## config.mk

```make
export PLATFORM = sky130hd
export DESIGN_NAME = multi_timer
export DESIGN_NICKNAME = d
export VERILOG_FILES = /design/src/rtl/multi_timer_pkg.sv /design/src/rtl/multi_timer_channel.sv /design/src/rtl/multi_timer.sv
export SDC_FILE = /design/constraint.sdc
export NUM_CORES = 1
export LEC_CHECK = 0
export BUFFER_PORTS_ARGS = -buffer_cell sky130_fd_sc_hd__buf_2
export CORE_UTILIZATION = 62
export CTS_CLUSTER_DIAMETER = 60
export DETAILED_ROUTE_END_ITERATION = 6
export MAX_ROUTING_LAYER = met4
export PLACE_DENSITY_LB_ADDON = 0.05
export REMOVE_ABC_BUFFERS = 1
export SLEW_MARGIN = 20
export SYNTH_ARGS = -nofsm -noshare
export SYNTH_HDL_FRONTEND = slang
export SYNTH_HIERARCHICAL = 1
export SYNTH_SLANG_ARGS = --single-unit
export TNS_END_PERCENT = 1
```

## constraint.sdc

```tcl
create_clock -name clk_clk -period 3.4 [get_ports clk_clk]
set_input_delay 0.17 -clock clk_clk [delete_from_list [all_inputs] [get_ports clk_clk]]
set_output_delay 0.17 -clock clk_clk [all_outputs]
set_load 0.01 [all_outputs]
```

## src/rtl/multi_timer_pkg.sv

```systemverilog
// Shared constants for the multi-channel timer: register offsets, bit positions
// and the per-channel address stride.
package multi_timer_pkg;

  localparam int unsigned DATA_W    = 32;
  localparam int unsigned OFF_W     = 3;
  localparam int unsigned CH_STRIDE = 8;

  localparam logic [OFF_W-1:0] OFF_CTRL    = 3'd0;
  localparam logic [OFF_W-1:0] OFF_PERIOD  = 3'd1;
  localparam logic [OFF_W-1:0] OFF_COUNT   = 3'd2;
  localparam logic [OFF_W-1:0] OFF_STATUS  = 3'd3;
  localparam logic [OFF_W-1:0] OFF_COMPARE = 3'd4;

  localparam int unsigned CTRL_EN   = 0;
  localparam int unsigned CTRL_CONT = 1;
  localparam int unsigned CTRL_IE   = 2;
  localparam int unsigned STATUS_TO = 0;

endpackage

```

## src/rtl/multi_timer_channel.sv

```systemverilog
// One timer channel: CTRL/PERIOD/COUNT/STATUS registers, down-counter, tick pulse.
// COMPARE register and PWM output exist only when MULTI_TIMER_PWM_EN is defined.
module timer_channel
  import multi_timer_pkg::*;
#(
  parameter int unsigned CNT_W = 32
) (
  input  logic              clk,
  input  logic              rst,
  input  logic              wr_en,
  input  logic [OFF_W-1:0]  addr_off,
  input  logic [DATA_W-1:0] wr_data,
  output logic [DATA_W-1:0] rd_data_c,
  output logic              tick,
  output logic              pwm,
  output logic              irq_c
);

  logic             en_q, en_d, cont_q, cont_d, ie_q, ie_d, to_q, to_d, tick_q, tick_d;
  logic [CNT_W-1:0] period_q, period_d, count_q, count_d;
  logic [DATA_W-1:0] compare_rd_c;
  logic             timeout_c;
  logic             unused_c;

  assign timeout_c = en_q && (count_q == '0);
  assign unused_c  = ^wr_data;

  // Ordering matters: hardware TO set overrides software clear, software EN overrides one-shot clear.
  always_comb begin
    en_d     = en_q;
    cont_d   = cont_q;
    ie_d     = ie_q;
    to_d     = to_q;
    period_d = period_q;
    count_d  = count_q;
    tick_d   = 1'b0;

    if (en_q && (count_q != '0)) count_d = count_q - CNT_W'(1);
    if (wr_en && (addr_off == OFF_STATUS) && wr_data[STATUS_TO]) to_d = 1'b0;

    if (timeout_c) begin
      to_d    = 1'b1;
      tick_d  = 1'b1;
      count_d = period_q;
      if (!cont_q) en_d = 1'b0;
    end

    if (wr_en) begin
      case (addr_off)
        OFF_CTRL: begin
          en_d   = wr_data[CTRL_EN];
          cont_d = wr_data[CTRL_CONT];
          ie_d   = wr_data[CTRL_IE];
          if (wr_data[CTRL_EN] && !en_q) count_d = period_q;
        end
        OFF_PERIOD: period_d = wr_data[CNT_W-1:0];
        default: ;
      endcase
    end
  end

  always_ff @(posedge clk or posedge rst) begin
    if (rst) begin
      en_q     <= 1'b0;
      cont_q   <= 1'b0;
      ie_q     <= 1'b0;
      to_q     <= 1'b0;
      tick_q   <= 1'b0;
      period_q <= '0;
      count_q  <= '0;
    end else begin
      en_q     <= en_d;
      cont_q   <= cont_d;
      ie_q     <= ie_d;
      to_q     <= to_d;
      tick_q   <= tick_d;
      period_q <= period_d;
      count_q  <= count_d;
    end
  end

`ifdef MULTI_TIMER_PWM_EN
  logic [CNT_W-1:0] compare_q, compare_d;
  logic             pwm_q, pwm_d;

  always_comb begin
    compare_d = compare_q;
    if (wr_en && (addr_off == OFF_COMPARE)) compare_d = wr_data[CNT_W-1:0];
    pwm_d = en_q && (count_q < compare_q);
  end

  always_ff @(posedge clk or posedge rst) begin
    if (rst) begin
      compare_q <= '0;
      pwm_q     <= 1'b0;
    end else begin
      compare_q <= compare_d;
      pwm_q     <= pwm_d;
    end
  end

  assign pwm          = pwm_q;
  assign compare_rd_c = DATA_W'(compare_q);
`else
  assign pwm          = 1'b0;
  assign compare_rd_c = '0;
`endif

  always_comb begin
    rd_data_c = '0;
    case (addr_off)
      OFF_CTRL: begin
        rd_data_c[CTRL_EN]   = en_q;
        rd_data_c[CTRL_CONT] = cont_q;
        rd_data_c[CTRL_IE]   = ie_q;
      end
      OFF_PERIOD:  rd_data_c = DATA_W'(period_q);
      OFF_COUNT:   rd_data_c = DATA_W'(count_q);
      OFF_STATUS:  rd_data_c[STATUS_TO] = to_q;
      OFF_COMPARE: rd_data_c = compare_rd_c;
      default: ;
    endcase
  end

  assign tick  = tick_q;
  assign irq_c = to_q & ie_q;

endmodule

```

## src/rtl/multi_timer.sv

```systemverilog
// Avalon-MM multi-channel timer: address decode, registered read mux and irq OR
// over N_CH timer_channel instances. PWM support is enabled by MULTI_TIMER_PWM_EN.
module multi_timer
  import multi_timer_pkg::*;
#(
  parameter int unsigned N_CH  = 4,
  parameter int unsigned CNT_W = 32
) (
  input  logic                     clk_clk,
  input  logic                     reset_reset,
  input  logic [$clog2(N_CH)+2:0]  avs_address,
  input  logic                     avs_write,
  input  logic                     avs_read,
  input  logic [31:0]              avs_writedata,
  output logic [31:0]              avs_readdata,
  output logic                     irq,
  output logic [N_CH-1:0]          tick_export,
  output logic [N_CH-1:0]          pwm_export
);

  localparam int unsigned CH_W = (N_CH > 1) ? $clog2(N_CH) : 1;

  logic [CH_W-1:0]   ch_sel_c;
  logic [OFF_W-1:0]  off_c;
  logic [DATA_W-1:0] ch_rd_c [N_CH];
  logic [N_CH-1:0]   ch_irq_c, ch_wr_c;
  logic [DATA_W-1:0] rd_mux_c, readdata_q, readdata_d;
  logic              irq_q, irq_d;

  assign ch_sel_c = CH_W'(avs_address >> OFF_W);
  assign off_c    = avs_address[OFF_W-1:0];

  for (genvar g = 0; g < N_CH; g++) begin : g_ch
    assign ch_wr_c[g] = avs_write && (ch_sel_c == CH_W'(g));

    timer_channel #(.CNT_W(CNT_W)) u_ch (
      .clk       (clk_clk),
      .rst       (reset_reset),
      .wr_en     (ch_wr_c[g]),
      .addr_off  (off_c),
      .wr_data   (avs_writedata),
      .rd_data_c (ch_rd_c[g]),
      .tick      (tick_export[g]),
      .pwm       (pwm_export[g]),
      .irq_c     (ch_irq_c[g])
    );
  end

  // Channel indices beyond N_CH (non-power-of-two configs) read as zero.
  always_comb begin
    rd_mux_c = '0;
    for (int unsigned i = 0; i < N_CH; i++) begin
      if (ch_sel_c == CH_W'(i)) rd_mux_c = ch_rd_c[i];
    end
    readdata_d = avs_read ? rd_mux_c : readdata_q;
    irq_d      = |ch_irq_c;
  end

  always_ff @(posedge clk_clk or posedge reset_reset) begin
    if (reset_reset) begin
      readdata_q <= '0;
      irq_q      <= 1'b0;
    end else begin
      readdata_q <= readdata_d;
      irq_q      <= irq_d;
    end
  end

  assign avs_readdata = readdata_q;
  assign irq          = irq_q;

endmodule

```

==> results of run 1 <==
-- critical path, delay by kind of cell (launching register included) --
kind / cells / cell delay, ns
and+or+nand+nor: 3 / 1.14
DFF: 1 / 0.40
AOI/OAI and AO/OA: 2 / 0.40
adders and majority gates: 1 / 0.24
buffers and inverters: 3 / 0.79
-- synthesized netlist by cell type, drive strengths merged, types with 37 or more instances --
master  number  area [sq um]
mux2       135          1520
a21oi       98         494.2
clkbuf      68         262.8
or4         44         356.6
nor4        53         376.6
nand2b      43         269.0
mux2i       75         750.7
nor2       165         619.3
a22o       116          1016
buf         42         270.3
nor3        37         185.2
xnor2       65         569.3
dfrtp      309          7732
-- layer usage --
metal / vias to the layer above / GRT usage (%) / share of wire [%]
li1: 6338 / - / -
met4: 0 / 12.92 / 3.6
met5: - / - / 0
met3: 106 / 4.466 / 6.4
met2: 614 / 55.48 / 46
met1: 7048 / 50.81 / 44
-- cell families (layout without fill, tap and decap cells) --
kind of cell	after synthesis	after routing	synth area share, %
xor+xnor	75	75	3.822
mux	214	214	13.74
compound gates	370	370	15.33
fa+ha+maj	8	8	0.5824
other cells	4	5	0.08733
simple gates	536	536	17.98
flops	309	309	44.99
buf+inv	127	230	3.472
-- stage by stage --
stage	setup slack (ns)	cells
after floorplan	-1.839	1533
after global placement	0.4497	2033
after detailed placement	0.3556	2033
after CTS	0.3202	2112
after global routing	0.1023	2119
final	0.2636	2119
-- sequential cells by signal, summed over array words and instances, names as in the netlist --
signal,cells
g_ch.u_ch/ie_q,4
g_ch.u_ch/en_q,4
g_ch.u_ch/period_q,128
avs_readdata,32
g_ch.u_ch/to_q,4
g_ch.u_ch/cont_q,4
irq,1
g_ch.u_ch/tick,4
g_ch.u_ch/count_q,128
-- area by class of cell --
| class | instances | area [sq um] |
|---|---|---|
| multi-input combinational | 1207 | 8971 |
| tap | 372 | 465.4 |
| clock buffer | 46 | 1042 |
| clock inverter | 20 | 190.2 |
| inverter | 17 | 63.81 |
| fill | 2082 | 7660 |
| sequential | 309 | 7732 |
| antenna | 1 | 2.502 |
| timing repair buffer | 147 | 973.4 |
-- power by group through the flow --
stage	clock network, W	logic, W	registers [W]
floorplan	0	0.00140	0.00506
global placement	0	0.00186	0.00526
detailed placement	0	0.00194	0.00529
CTS	0.00404	0.00197	0.00525
global route	0.00419	0.00217	0.00538
finish	0.00400	0.00199	0.00528
-- worst paths after layout --
path | startpoint | to | depth (start not counted)
max | g_ch[2].u_ch/count_q[0] | g_ch[2].u_ch/count_q[29] | 9
min | avs_writedata[8] | g_ch[3].u_ch/period_q[8] | 2
max reg2reg | g_ch[2].u_ch/count_q[0] | g_ch[2].u_ch/count_q[29] | 9
min reg2reg | avs_readdata[5] | avs_readdata[5] | 2
max in group asynchronous | reset_reset | g_ch[1].u_ch/count_q[18] | 4
min in group asynchronous | reset_reset | g_ch[2].u_ch/cont_q | 3
-- placed cells by master, fill, tap and decap left out, types with 9 or more instances in the layout --
cell type      instances
dfrtp_1              309
nor2_1               161
mux2_2               133
a22o_1               116
a21oi_1               97
buf_2                 76
mux2i_1               75
xnor2_1               65
buf_4                 51
nor4_1                47
nand2b_1              43
clkbuf_16             39
or4_1                 37
nor3_1                37
a31oi_1               34
o221ai_1              32
or3_1                 32
nand2_1               31
nand3_1               22
o21ai_0               21
and2_1                20
dlygate4sd3_1         19
nand3b_1              14
o31ai_1               14
inv_1                 13
clkinv_2              12
nand4b_1              12
o21ai_1               12
or2_2                 10
xor2_1                10
nor2b_1                9
==> results.cfg, run 1 <==
[run_status]
outcome = finished with violations
violations = negative hold slack

[routing]
vias_per_cell = 6.657
drt-pass1-iter-count = 6
drt_iter0_drc = 1617
wirelength_microns = 49700
post_drt_wl_per_cell_microns = 23.45
drtAntennaViolNets = 0
drc = 0
vias = 14110

[die]
row_count = 60
die_area_sq_mm = 0.02839
ioPinCount = 82
die_h_microns = 168.5
die_x_microns = 168.5
core_sq_mm = 0.02710
initial_core_util_pct = 63.42

[logic_synthesis]
yosysWarnings = 6
seq_area_frac_synth_pct = 44.99
synth_flop_cell = dfrtp_1
synth_edf_count = 0
synth_area_sq_mm = 0.01719
ys_ff_latch = 309
async_flop_share_pct = 100.0
syn_avg_cell_area_sq_um = 10.46
post_synth_num_cell_types = 64
syn_inst = 1643

[sta]
worst_pin_slew_ns = 1.089
holdWs_ns = -0.008600
max_freq_ghz = 0.3188
fin_setup_tns_ns = 0
period_minus_slack_ns = 3.136
hold_viol = 3
max_slew_margin_pct = 27.23
timing.final.crit_share_pct = 92.25
rsz0062_at_grt = no
setup_viol = 0
slew_violations = 0
fin_worst_skew_ns = 0.01774

[clock_network]
cts_resized = 0
cts-root-buf = clkbuf_16
postCtsSetupRepairBufs = 0
cts_made_buffers = 37
cts_hold_buf = 13
path_clk_slew_ns = 0.06
cts.sinks = 309
cts_buffer_depth = 3
htree_levels = 2
clock_latency_ns = 0.53
cts_tree = yes

[global_routing]
first_global_vias = 13450
grtUsageTotal_pct = 36.50
grt_max_degree = 40
grt_first_pass_wirelength_microns = 77350
overflow = 0
antenna_found_initial = 1

[critical_path]
crit_fanout = 37
cp-start-kind = register
crit_top_cell = buf_4
cp_slowest_cell = nor4_2
crit_required_ns = 3.79
critical_path.cell_chain = inv_1 -> ha_1 -> or4b_1 -> nor4_2 -> buf_4 -> a41oi_4 -> buf_4 -> nor2_1 -> a21oi_1
worstSetupPathType = register to register
critical_path_arrival_ns = 3.52
r2r_slack_ns = 0.26
slowest_delay_ns = 0.52
worstSetupEndpointType = register

[layout]
design_area_sq_mm = 0.01944
area_delta_synth_final_pct = 13.11
drive_above_1_share_pct = 21.25
nNetsFinal = 1768
final_util_pct = 71.74

[placed_design]
io_buffers = 77
gp_congestion = 0.9504
dp_hpwl_microns = 34920
placed_area_sq_mm = 0.01802

[flow_run]
maxCapViolCount = 0

[power]
p_leak_nw = 7.979
p_int_w = 0.007807
power_switching_share_pct = 30.71
fin_total_pwr_w = 0.01127
combPwrFrac_pct = 17.6
switchingPower_w = 0.003460
powerDensity_mw_per_mm2 = 579.5
p_clk_share_pct = 35.5
seqPwrFrac_pct = 46.9
ir_worst_vdd_uv = 511.9

[worst_hold_path]
hold_path_class = input pin to register
Note: power is estimated with default switching activity, not from simulation.
==> run 2: changes to the inputs <==
--- a/config.mk
+++ b/config.mk
@@ -5,8 +5,9 @@
 export SDC_FILE = /design/constraint.sdc
 export NUM_CORES = 1
 export LEC_CHECK = 0
+export ABC_AREA = 1
 export BUFFER_PORTS_ARGS = -buffer_cell sky130_fd_sc_hd__buf_2
-export CORE_UTILIZATION = 62
+export CORE_UTILIZATION = 63
 export CTS_CLUSTER_DIAMETER = 60
 export DETAILED_ROUTE_END_ITERATION = 6
 export MAX_ROUTING_LAYER = met4
==> run 2 against run 1 <==
Against the previous run:
- global-route usage rose by 11 points
- register-to-register slack improved by 0.73 ns
- largest cell class unchanged
- design area rose by 15%
- flip-flop and latch count did not move
- sequential share of layout area fell by 5.0 points
- the run now ends clean
- hold slack improved by 0.018 ns
- critical endpoint is now g_ch[2].u_ch/count_q[30]
- wire length rose by 51%
==> results.cfg, run 2 <==
[power]
ir_worst_vdd_uv = 581.5
power_switching_share_pct = 42.10
p_int_w = 0.008819
powerDensity_mw_per_mm2 = 684.0
combPwrFrac_pct = 34.9
p_leak_nw = 11.61
switchingPower_w = 0.006412
seqPwrFrac_pct = 37.2
p_clk_share_pct = 27.9

[global_routing]
grt_max_degree = 65
grt_first_pass_wirelength_microns = 114900
overflow = 0
antenna_found_initial = 6
grtUsageTotal_pct = 47.39
first_global_vias = 19720

[sta]
max_freq_ghz = 0.4164
max_slew_margin_pct = 27.82
worst_pin_slew_ns = 1.083
period_minus_slack_ns = 2.402
fin_setup_tns_ns = 0
setup_viol = 0
fin_worst_skew_ns = 0.02373
slew_violations = 0
rsz0062_at_grt = no
hold_viol = 0
timing.final.crit_share_pct = 70.63
holdWs_ns = 0.009126

[critical_path]
cp_top_family = simple AND/OR/NAND/NOR gates
worstSetupPathType = register to register
rr_endpoint = g_ch[2].u_ch/count_q[30]
crit_fanout = 6
critical_path_arrival_ns = 2.89
rr_worst_depth = 10
critical_path.cell_chain = inv_1 -> ha_1 -> nand2_1 -> nor2_2 -> nand3_1 -> nor2_1 -> nand3_1 -> nand2_1 -> nand3_1 -> nand2_1
crit_required_ns = 3.89
r2r_start = g_ch[2].u_ch/count_q[0]
cp_slowest_cell = dfrtp_1
path_buf_inv = 1
cp-start-kind = register
worstSetupEndpointType = register
r2r_slack_ns = 1.0
slowest_delay_ns = 0.41

[placed_design]
gp_congestion = 1.159
placed_area_sq_mm = 0.02083
dp_cells = 3373
dp_hpwl_microns = 54410
io_buffers = 77

[logic_synthesis]
ys_top_cells_by_count = nand2_1 (908), nor2_1 (458), inv_1 (345), dfrtp_1 (309), nand3_1 (169)
syn_avg_cell_area_sq_um = 6.854
synth.most_common_cell = nand2_1
synth_top_family_by_area = simple AND/OR/NAND/NOR gates
synth-simple-area-share_pct = 37.06
synth_flop_cell = dfrtp_1
synth_compound_area_share_pct = 9.570
synth_area_sq_mm = 0.02037
yosysWarnings = 6
synth.largest_area_cell = dfrtp_1
synth_adder_area_share_pct = 0.4914
synthMuxAreaShare_pct = 1.714
synth_top_area_share_pct = 37.96
yosys-top-cells-area = dfrtp_1 (38%), nand2_1 (17%), nor2_1 (8.4%)
post_synth_num_cell_types = 41
synthXorXnorAreaFrac_pct = 2.709
seq_area_frac_synth_pct = 37.96
async_flop_share_pct = 100.0
syn_inst = 2972
ys_ff_latch = 309
synth_edf_count = 0

[die]
die_area_sq_mm = 0.03305
die_h_microns = 181.8
initial_core_util_pct = 64.22
core_sq_mm = 0.03172
row_count = 65
ioPinCount = 82
die_x_microns = 181.8

[routing]
wl_met1_microns = 28280
wirelength_microns = 74890
vias = 21060
drt_iter0_drc = 3029
wl_met3_microns = 8520
drt-pass1-iter-count = 6
vias_per_cell = 6.089
drtAntennaViolNets = 0
post_drt_wl_per_cell_microns = 21.65
top_layer = met4
drc = 0
wl_met2_microns = 32620

[worst_hold_path]
hold_path_class = input pin to register
hp-start = avs_writedata[10]
hold_end = g_ch[1].u_ch/period_q[10]
whs_path_depth = 3

[flow_run]
maxCapViolCount = 0

[clock_network]
clock_latency_ns = 0.56
cts_tree = yes
cts_made_buffers = 38
cts_buffer_depth = 3
cts.sinks = 309
path_clk_slew_ns = 0.06
htree_levels = 2
cts-root-buf = clkbuf_16

[layout]
nNetsFinal = 3071
fin_cells = 3459
final_util_pct = 70.21
area_delta_synth_final_pct = 9.318
final_cell_mix = nand2_1 (904), nor2_1 (457), inv_1 (341)
layout_commonest_cell = nand2_1
design_area_sq_mm = 0.02227
drive_above_1_share_pct = 12.79

[run_status]
outcome = completed
[run 2: changes by cell type in the layout (fill, tap and decap cells not counted), moves of 53 or more]
| cell | change |
|---|---|
| nand3_1 | +147 |
| inv_1 | +328 |
| xor2_1 | +53 |
| o21ai_0 | +104 |
| o22ai_1 | +86 |
| a22o_1 | -116 |
| mux2i_1 | -75 |
| nand2_1 | +873 |
| mux2_2 | -102 |
| nor2_1 | +296 |
| xnor2_1 | -65 |
[run 2: cell type report]
cell class / instances / area [sq um]
clock buffers: 55 / 1159
flip-flops and latches: 309 / 7732
repair buffers: 122 / 763.2
diodes: 8 / 20.02
inverters: 373 / 1419
clock inverters: 12 / 145.1
well taps: 402 / 503.0
multi-input cells: 2178 / 10530
fillers: 2643 / 9450
[run 2: cell families (layout without fill, tap and decap cells)]
family / Yosys count / count (layout)
simple gates: 1726 / 1726
buf+inv: 485 / 562
compound gates: 346 / 346
flops: 309 / 309
xor+xnor: 63 / 63
mux: 31 / 31
fa+ha+maj: 8 / 8
other cells: 4 / 12
[run 2: timing repair]
action,4_1_cts,5_1_grt
endpoints found under the hold margin,131,0
gates resized for setup,0,0
hold buffers,11,0
buffers inserted,0,0
[run 2: worst max-delay path by stage]
| stage | end | slack, ns | cells after the start | startpoint |
|---|---|---|---|---|
| finish | g_ch[2].u_ch/count_q[30] | 1.0 | 10 | g_ch[2].u_ch/count_q[0] |
| global route | g_ch[1].u_ch/count_q[30] | 0.88 | 10 | g_ch[1].u_ch/count_q[1] |
| CTS | g_ch[0].u_ch/count_q[10] | 1.10 | 7 | g_ch[0].u_ch/en_q |
| detailed placement | g_ch[1].u_ch/count_q[15] | 0.82 | 12 | avs_address[3] |
| global placement | g_ch[1].u_ch/count_q[15] | 0.86 | 12 | avs_address[3] |
| floorplan | g_ch[0].u_ch/period_q[29] | 0.90 | 5 | avs_address[1] |
[run 2: layer usage]
metal,track usage (%),up-vias
li1,-,9419
met3,11.23,322
met2,70.05,1417
met1,58.77,9903
met4,29.32,0
met5,-,-
[run 2: metrics by stage]
step	power [W]	setup WS (ns)
floorplan	0.009055	0.9012
global placement	0.01056	0.8575
detailed placement	0.01072	0.8213
CTS	0.01501	1.102
global route	0.01604	0.8781
finish	0.01523	0.9984
[run 2: tightest hold or removal path: cells and delay by family]
| family | cells | cell delay, ns |
|---|---|---|
| AOI/OAI and AO/OA | 1 | 0.05 |
| buffers and inverters | 1 | 0.18 |
| and+or+nand+nor | 1 | 0.13 |
[run 2: power groups by stage]
stage	Sequential (W)	Clock [W]	Combinational [W]
global route	0.00574	0.00440	0.00589
floorplan	0.00538	0	0.00367
global placement	0.00561	0	0.00495
detailed placement	0.00564	0	0.00508
CTS	0.00560	0.00425	0.00516
finish	0.00566	0.00426	0.00531
==> run 3: changes to the inputs <==
==> constraint.sdc (replaced) <==
create_clock -name clk_clk -period 2.5 [get_ports clk_clk]
set_input_delay 0.125 -clock clk_clk [delete_from_list [all_inputs] [get_ports clk_clk]]
set_output_delay 0.125 -clock clk_clk [all_outputs]
set_load 0.01 [all_outputs]
==> run 3 against run 2 <==
Against the previous run:
- the run now ends with design-rule violations left
- hold slack better by 0.033 ns
- sequential power up 36%
- critical path depth up 2
- largest power group unchanged
==> results.cfg, run 3 (synthesized netlist as in run 2, its figures left out) <==
[layout]
nNetsFinal = 3110
final_cell_mix = nand2_1 (904), nor2_1 (456), inv_1 (341)
layout_commonest_cell = nand2_1
drive_above_1_share_pct = 13.35
fin_cells = 3493
final_util_pct = 71.29
area_delta_synth_final_pct = 11.01

[clock_network]
htree_levels = 2
postCtsSetupRepairBufs = 0
clock_latency_ns = 0.55
cts-root-buf = clkbuf_16
cts_tree = yes
path_clk_slew_ns = 0.06
cts_made_buffers = 37
cts.sinks = 309
cts_buffer_depth = 3

[sta]
slew_violations = 0
fin_setup_tns_ns = 0
worst_pin_slew_ns = 0.9220
hold_viol = 0
fin_worst_skew_ns = 0.02063
setup_viol = 0
timing.final.crit_share_pct = 97.09
worst_slack_ns = 0.07274
max_slew_margin_pct = 38.31
rsz0062_at_grt = no
max_freq_ghz = 0.4120
period_minus_slack_ns = 2.427

[flow_run]
maxCapViolCount = 0

[critical_path]
r2r_slack_ns = 0.07
r2r_start = g_ch[1].u_ch/count_q[0]
rr_worst_depth = 12
crit_required_ns = 2.98
endpoint = g_ch[1].u_ch/count_q[23]
crit_fanout = 12
worstSetupPathType = register to register
rr_endpoint = g_ch[1].u_ch/count_q[23]
critical_path_arrival_ns = 2.91
setup.worst_path.start = g_ch[1].u_ch/count_q[0]
worstSetupEndpointType = register
cp-start-kind = register

[routing]
wl_met1_microns = 29350
drtAntennaViolNets = 0
vias = 21180
wirelength_microns = 77000
wl_met2_microns = 33040
drt-pass1-iter-count = 7
post_drt_wl_per_cell_microns = 22.04
top_layer = met4
vias_per_cell = 6.062
drc = 1
wl_met3_microns = 9261
drt_iter0_drc = 2578

[power]
ir_worst_vdd_uv = 849.0
powerDensity_mw_per_mm2 = 911.0
fin_total_pwr_w = 0.02060
p_leak_nw = 11.79

[die]
die_x_microns = 181.8
row_count = 65
initial_core_util_pct = 64.22
ioPinCount = 82
die_area_sq_mm = 0.03305
die_h_microns = 181.8
core_sq_mm = 0.03172

[run_status]
violations = design-rule violations
outcome = finished with violations

[placed_design]
dp_cells = 3398
gp_congestion = 1.190
dp_hpwl_microns = 56440
dp_slack_ns = 0.1426
io_buffers = 77

[global_routing]
grt_first_pass_wirelength_microns = 116500
antenna_found_initial = 3
first_global_vias = 19990
overflow = 0
grt_max_degree = 65
grtUsageTotal_pct = 48.30

[worst_hold_path]
hold_path_class = input pin to register
run 3: metrics by stage:
step / instance area (sq um) / hold slack, ns
2_1_floorplan: 19660 / 0.2539
3_3_place_gp: 21120 / 0.2576
3_5_place_dp: 21120 / 0.2660
4_1_cts: 22600 / 0.004769
5_1_grt: 22610 / 0.01932
6_report: 22610 / 0.04197
run 3: critical path, cell delays in order, from the launching register on:
cell and delay, ns:
dfrtp_1 0.41, inv_1 0.11, ha_1 0.25, nand3_1 0.10, nor2_1 0.04, nand2_1 0.05, nor2_1 0.04, nor2_1 0.70
buf_4 0.34, nand2_1 0.08, nand2_1 0.06, nor2_1 0.05, nor2_1 0.12
run 3: how the worst min path moves through the flow:
stage	slack (ns)	cells after the start	start	to
2_1_floorplan	0.25	1	reset_reset	avs_readdata[0]
3_3_place_gp	0.26	2	reset_reset	g_ch[2].u_ch/period_q[28]
3_5_place_dp	0.27	2	reset_reset	g_ch[2].u_ch/period_q[28]
4_1_cts	0.005	3	avs_writedata[24]	g_ch[2].u_ch/period_q[24]
5_1_grt	0.02	2	avs_writedata[30]	g_ch[2].u_ch/period_q[30]
6_report	0.04	5	avs_read	avs_readdata[30]
run 3: layer usage:
metal  global-route usage (%)  vias to the layer above
li1                         -                     9496
met1                    60.11                     9923
met2                    70.69                     1441
met3                    12.31                      315
met4                    29.32                        0
met5                        -                        -
run 3: timing repair:
item	4_1_cts	5_1_grt
hold buffers	26	0
setup endpoints to repair	0	2
resized for setup	0	1
hold endpoints to repair	208	0
run 3: final cells by class:
class / instances / area, sq um
clock inverters: 13 / 162.7
clock buffers: 52 / 1052
inverters: 373 / 1418
multi-input cells: 2178 / 10530
fillers: 2680 / 9105
repair buffers: 162 / 1201
flip-flops and latches: 309 / 7732
well taps: 402 / 503.0
diodes: 4 / 10.01
run 3: power by group:
group          total [W]  leakage (nW)  switching (W)  internal (W)
Combinational    0.00738          7.53        0.00498       0.00240
Clock            0.00553         0.587        0.00227       0.00326
Sequential       0.00769          3.68        0.00141       0.00628
Total             0.0206          11.8        0.00866        0.0119
